**src/rtl/uio_arb_pkg.sv**
```systemverilog
// rtl/uio_arb_pkg.sv - shared state type, defaults and index-width helper for uio_bus_arbiter
package uio_arb_pkg;

   typedef enum logic [1:0] {IDLE, GRANT, TURN} arb_state_t;

   localparam int DEF_N_REQ    = 4;
   localparam int DEF_WIDTH    = 8;
   localparam int DEF_MAX_HOLD = 16;
   localparam int DEF_TURN_CYC = 1;
   localparam int IDX_W        = $clog2(DEF_N_REQ);

   // Width of an index/counter able to hold 0..n-1, never narrower than one bit.
   function automatic int idx_w(input int n);
      return (n < 2) ? 1 : $clog2(n);
   endfunction

endpackage

```
**src/rtl/rr_pick.sv**
```systemverilog
// rtl/rr_pick.sv - combinational round-robin first-set search starting at a given index
module rr_pick
   import uio_arb_pkg::*;
#(
   parameter int N  = DEF_N_REQ,
   parameter int IW = idx_w(DEF_N_REQ)
) (
   input  logic [N-1:0]  req,
   input  logic [IW-1:0] start,
   output logic [IW-1:0] sel,
   output logic          valid
);

   logic [IW-1:0] idx;

   // Walk from farthest to nearest so the closest set bit to start wins.
   always_comb begin
      sel   = start;
      idx   = start;
      valid = |req;
      for (int k = N - 1; k >= 0; k--) begin
         idx = IW'((int'(start) + k) % N);
         if (req[idx]) begin
            sel = idx;
         end
      end
   end

endmodule

```
**src/rtl/uio_bus_arbiter.sv**
```systemverilog
// rtl/uio_bus_arbiter.sv - round-robin owner of the uio pad bank with turnaround gap and hold limit
// Optional UIO_ARB_LOCK_EN adds a per-requester lock input that suppresses hold-time preemption.
module uio_bus_arbiter
   import uio_arb_pkg::*;
#(
   parameter int N_REQ    = DEF_N_REQ,
   parameter int WIDTH    = DEF_WIDTH,
   parameter int MAX_HOLD = DEF_MAX_HOLD,
   parameter int TURN_CYC = DEF_TURN_CYC
) (
   input  logic                    clk,
   input  logic                    rst_n,
   input  logic                    ena,
   input  logic [N_REQ-1:0]        req,
`ifdef UIO_ARB_LOCK_EN
   input  logic [N_REQ-1:0]        lock,
`endif
   input  logic [N_REQ*WIDTH-1:0]  req_out,
   input  logic [N_REQ*WIDTH-1:0]  req_oe,
   output logic [N_REQ-1:0]        grant,
   output logic [idx_w(N_REQ)-1:0] owner,
   output logic                    busy,
   output logic [WIDTH-1:0]        uio_out,
   output logic [WIDTH-1:0]        uio_oe
);

   localparam int IW = idx_w(N_REQ);
   localparam int HW = idx_w(MAX_HOLD);
   localparam int TW = idx_w(TURN_CYC);
   localparam logic [HW-1:0] HOLD_LAST = HW'(MAX_HOLD - 1);
   localparam logic [TW-1:0] TURN_LAST = TW'(TURN_CYC - 1);
   localparam logic [IW-1:0] OWN_LAST  = IW'(N_REQ - 1);

   arb_state_t        state, state_nxt;
   logic [IW-1:0]     owner_nxt;
   logic [HW-1:0]     hold_cnt, hold_nxt;
   logic [TW-1:0]     turn_cnt, turn_nxt;
   logic [WIDTH-1:0]  out_nxt, oe_nxt;
   logic [IW-1:0]     start, pick_sel;
   logic              pick_valid;
   logic [N_REQ-1:0]  owner_mask;
   logic              others_pending, preempt_ok, preempt, release_now;

   assign start          = (owner == OWN_LAST) ? '0 : owner + IW'(1);
   assign owner_mask     = N_REQ'(1) << owner;
   assign others_pending = |(req & ~owner_mask);
`ifdef UIO_ARB_LOCK_EN
   assign preempt_ok     = ~lock[owner];
`else
   assign preempt_ok     = 1'b1;
`endif
   assign preempt        = (hold_cnt == HOLD_LAST) && others_pending && preempt_ok;
   assign release_now    = !req[owner] || !ena;

   assign grant = (state == GRANT) ? owner_mask : '0;
   assign busy  = (state != IDLE);

   rr_pick #(.N(N_REQ), .IW(IW)) u_pick (
      .req   (req),
      .start (start),
      .sel   (pick_sel),
      .valid (pick_valid)
   );

   always_ff @(posedge clk or negedge rst_n) begin
      if (!rst_n) begin
         state    <= IDLE;
         owner    <= OWN_LAST;
         hold_cnt <= '0;
         turn_cnt <= '0;
         uio_out  <= '0;
         uio_oe   <= '0;
      end else begin
         state    <= state_nxt;
         owner    <= owner_nxt;
         hold_cnt <= hold_nxt;
         turn_cnt <= turn_nxt;
         uio_out  <= out_nxt;
         uio_oe   <= oe_nxt;
      end
   end

   // Pads are zero outside GRANT, and also on the edge that leaves GRANT.
   always_comb begin
      state_nxt = state;
      owner_nxt = owner;
      hold_nxt  = hold_cnt;
      turn_nxt  = turn_cnt;
      out_nxt   = '0;
      oe_nxt    = '0;
      case (state)
         IDLE: begin
            if (ena && pick_valid) begin
               state_nxt = GRANT;
               owner_nxt = pick_sel;
               hold_nxt  = '0;
            end
         end
         GRANT: begin
            if (release_now || preempt) begin
               state_nxt = TURN;
               turn_nxt  = '0;
            end else begin
               out_nxt = req_out[int'(owner)*WIDTH +: WIDTH];
               oe_nxt  = req_oe[int'(owner)*WIDTH +: WIDTH];
               if (hold_cnt != HOLD_LAST) begin
                  hold_nxt = hold_cnt + HW'(1);
               end
            end
         end
         TURN: begin
            if (turn_cnt == TURN_LAST) begin
               state_nxt = IDLE;
            end else begin
               turn_nxt = turn_cnt + TW'(1);
            end
         end
         default: state_nxt = IDLE;
      endcase
   end

endmodule

```
**config.mk**
```make
export PLATFORM = sky130hd
export DESIGN_NAME = uio_bus_arbiter
export DESIGN_NICKNAME = d
export VERILOG_FILES = /design/src/rtl/uio_arb_pkg.sv /design/src/rtl/rr_pick.sv /design/src/rtl/uio_bus_arbiter.sv
export SDC_FILE = /design/constraint.sdc
export NUM_CORES = 1
export LEC_CHECK = 0
export BUFFER_PORTS_ARGS = -buffer_cell sky130_fd_sc_hd__buf_2
export CORE_UTILIZATION = 43
export CTS_CLUSTER_DIAMETER = 30
export DETAILED_ROUTE_END_ITERATION = 7
export PLACE_DENSITY_LB_ADDON = 0.08
export SLEW_MARGIN = 0
export SYNTH_ARGS = -nofsm -noshare
export SYNTH_HDL_FRONTEND = slang
export SYNTH_SLANG_ARGS = --single-unit
```
**constraint.sdc**
```tcl
create_clock -name clk -period 3.1 [get_ports clk]
set_input_delay 0.62 -clock clk [delete_from_list [all_inputs] [get_ports clk]]
set_output_delay 0.62 -clock clk [all_outputs]
set_load 0.03 [all_outputs]
```
# Yosys cells after proc, flatten, opt, wreduce, memory -nomap -nowiden
# Index checks and enable logic that the tools add are counted.
# op_classes
n_mux,31
reduce_logical,16
addsub,6
n_eq_ne,10
order_cmp,5
shifts,3
bitwise_logic,2
# ops
operator,count
$shiftx A32 B6 Y8,2
$mux W8,4
$mux W2,8
$mux W4,4
$lt A2 B3 Y1 const B,5
$bmux W1 S2,5
$pmux W4 S2,1
$reduce_or A4 Y1,2
$mux W1,7
$ne A2 B2 Y1 const B,3
$pmux W2 S3,1
$reduce_bool A2 Y1,3
$add A2 B1 Y2 const B,2
$add A2 B2 Y2 const B,2
$add A4 B1 Y4 const B,1
$and A4 B4 Y4,1
$eq A2 B2 Y1 const B,2
$eq A4 B4 Y1 const B,1
$ne A2 B1 Y1 const B,2
$ne A4 B4 Y1 const B,1
$not A4 Y4,1
$reduce_and A2 Y1,2
$reduce_and A4 Y1,1
$shl A1 B2 Y4 const A,1
8 further kinds,11
# word_totals
input_bits,71
regBits,25
out_inout_bits,23
wordCells,79

# Depth between registers and ports, before layout
# depth
depth_word,9
depth_mapped,9
ltp_nobuf,6

# Cells and area by module
# A second synthesis with hierarchy kept.
# unflattened
cells_unflattened,127
area_unflattened_um2,1572.8
# by_module_without_submodules
mod,cells_per_inst,area_per_inst_um2,n_inst,seq_area_each_um2
uio_bus_arbiter,111,1472.7,1,603.1
rr_pick,16,100.1,1,0.0

# Least setup slack after synthesis
# OpenSTA, ideal clock, no wires.
# synth_timing
path_type,register -> output
startpoint,reg owner[1]
endpoint,out grant[0]
arrival_ns,1.733
path_slack_ns,0.747
required_time_ns,2.480
stages_incl_launch_ff,6
path_buffers,2
path_cell_list,dfstp_2 -> buf_2 -> buf_1 -> inv_1 -> ha_1 -> and2_1
# synth_between
elab_chain_cells,2
# synth_lines
element,line,text
"start, declared",uio_bus_arbiter.sv:21,"output logic [idx_w(N_REQ)-1:0] owner,"
"start signal, assigned",uio_bus_arbiter.sv:75,owner <= owner_nxt;
$shl A1 B2 Y4,uio_bus_arbiter.sv:45,assign owner_mask = N_REQ'(1) << owner;
$mux W4,uio_bus_arbiter.sv:55,assign grant = (state == GRANT) ? owner_mask : '0;
"end, declared",uio_bus_arbiter.sv:20,"output logic [N_REQ-1:0] grant,"
# No other way between the ends.

# Worst setup path in the final report
# layout_timing
startpoint,reg owner[0]
endpoint,out grant[3]
# Same word-level chain as after synthesis.

==> out/qor.txt <==
status: completed
Logic pwr share: 56.1%
Routed WL: 3652 um
WP buf/inv: 2
crit-path cells: buf_4 -> ha_1 -> and2_1 -> buf_2
met1 Use GR: 25.61%
die area: 0.003795 mm2
cells after synthesis: 121
crit path time final: 2.528 ns
P_leak: 1.084 nW
Final period util: 81.55%
# resized after CTS: 0
most frequent cells in the layout: buf_2 (93), dfrtp_1 (22), mux4_2 (17)
Worst-Margin Slew: 0.6687 ns
share of post-route cells with drive strength above 1: 57.28%
design internal power: 0.8740 mW
Switch Pwr: 0.5887 mW
commonest non-fill, non-tap cell in the layout: buf_2
Flop pwr share: 32.8%
Root Driver: clkbuf_4
final setup fails: 0
startpoint types: register
Clk pwr share: 11.1%
CTS tree: built
Core Util, Final: 60.94%
largest net degree at the start of global routing: 25
CTS clock-pin slew for the worst setup and hold paths: 0.13 ns
dpl hpwl: 2912 um
Synth Flop Type: dfrtp_1
Synth cell types: 33
Detail Route Antenna Nets: 0
vias in the first global route: 1,222
family with the most delay on the worst path: flip-flops
Die H: 61.61 um
Ys Warns: 0
starting density of the core: 45.42%
Antenna Cells: 0
vias: 1,328
max-cap violations: 0
Die Wd: 61.61 um
Final TNS setup: 0 ns
Clock Sink Count: 24
Pwr Density: 713.7 mW/mm2
Synth-to-Final Area Change: 34.15%
CP Capture Type: primary output
fin. max-slew vios: 0
Critical Path Max Stage Delay: 0.69 ns
worst setup path class: reg -> out
core area: 0.003363 mm2
class of the worst hold path: in -> async
H-tree Lvls: 1
GRT busiest layer: met2
DR pass1 iterations: 4
CP required: 2.48 ns
post-CTS setup buffers: 0
first-pass GRT wire length: 5368 um
PortBufs: 93
Post-synth EDFFs: 0
met3 Use GR: 3.782%
RD Place Congestion: 0.7905
fmax: 0.3956 GHz
Peak supply drop: 288.9 uV
clock skew: 0.005188 ns
Clock Tree Buf Depth: 2
total track usage: 19.51%
CP max FO: 15
CTS Buf Count: 3
cts hold-fix bufs: 0
initial antenna violation count: 0
# rows: 21
Final Hold Viols: 0
DRT iter0 DRCs: 41
routed len/inst: 14.10 um
Avg Synthesized Cell Area: 12.63 um2
Crit-path slowest cell: dfstp_2
Sw Share: 40.25%
layout net count: 290
Clock Latency Late Sink: 0.30 ns
Seq/Total Area, Yosys: 39.48%
Mapped Area: 0.001528 mm2
Synth Register Bits: 24
Rel. slew slack: 54.72%
RSZ-0062 raised after global routing: false
Vias/cell: 5.127
Worst EP arrival: 1.91 ns
DRC: 0
io pins: 94
syn nets: 197
grt met2 use: 33.33%
Async SR Flop Fraction: 100.0%
grt total ovfl: 0
==> layout make-up <==
type	count	area, um2
fill	324	1314
multi-input combinational	84	853.3
sequential	24	603.1
timing repair buffer	94	473.0
tap	46	57.56
clock buffer	4	36.28
inverter	7	26.28
==> cells in the mapped netlist, types with 2 or more instances <==
master    count  area [um2]
a211oi_1      2       15.01
a21oi_1       3       15.01
and2_1        5       31.28
and2b_1       2       15.01
buf_2         3       15.01
dfrtp_1      22       550.5
dfstp_2       2       52.55
ha_1          5       62.56
inv_1         7       26.28
mux2i_1       3       30.03
mux4_2       17       382.9
nand2_1       6       22.52
nand2b_1      3       18.77
nand3_1       2       10.01
nor2_1        3       11.26
nor2b_1      15       93.84
o21ai_0       4       20.02
or2_2         2       12.51
==> power by group through the flow <==
stage / registers [mW] / clock network (mW) / logic (mW)
floorplan: 0.509 / 0 / 0.605
global placement: 0.482 / 0 / 0.808
detailed placement: 0.488 / 0 / 0.827
CTS: 0.483 / 0.169 / 0.830
global route: 0.496 / 0.182 / 0.894
finish: 0.479 / 0.163 / 0.821
==> worst paths after layout <==
kind / from / to / slack [ns] / depth (start not counted)
setup / recovery: owner[0] / grant[3] / 0.57 / 4
hold / removal: rst_n / hold_cnt[3] / 0.28 / 1
setup reg to reg: owner[1] / uio_out[2] / 0.85 / 6
hold reg to reg: hold_cnt[3] / hold_cnt[3] / 0.52 / 1
max in group asynchronous: rst_n / owner[0] / 2.44 / 1
min in group clk: hold_cnt[3] / hold_cnt[3] / 0.52 / 1
==> logic make-up after synthesis <==
group	count (synthesis)	synth area share [%]
simple gates	42	16.22
flops	24	39.48
fa+ha+maj	5	4.095
mux	20	27.03
buf+inv	13	4.668
compound gates	17	8.518
==> per-layer routing <==
layer  part of all wire (%)  vias up
li1                       -      630
met1                     39      636
met2                     53       60
met3                    7.3        2
met4                   0.47        0
met5                      0        -
==> state kept, by name, indices dropped and copies added, names as in the netlist <==
register  flops
owner         2
uio_out       8
state         2
hold_cnt      4
uio_oe        8
==> per-stage QoR <==
stage               power (mW)  worst slack, ns  hold WS (ns)  instances  area, um2
floorplan                1.114           0.7473        0.3244        121       1528
global placement         1.290           0.9283        0.4831        255       2013
detailed placement       1.315           0.8502        0.5026        255       2013
CTS                      1.482           0.5352        0.2862        259       2049
global route             1.572           0.4284        0.2944        259       2049
finish                   1.463           0.5721        0.2809        259       2049
(Power assumes the default switching activity.)
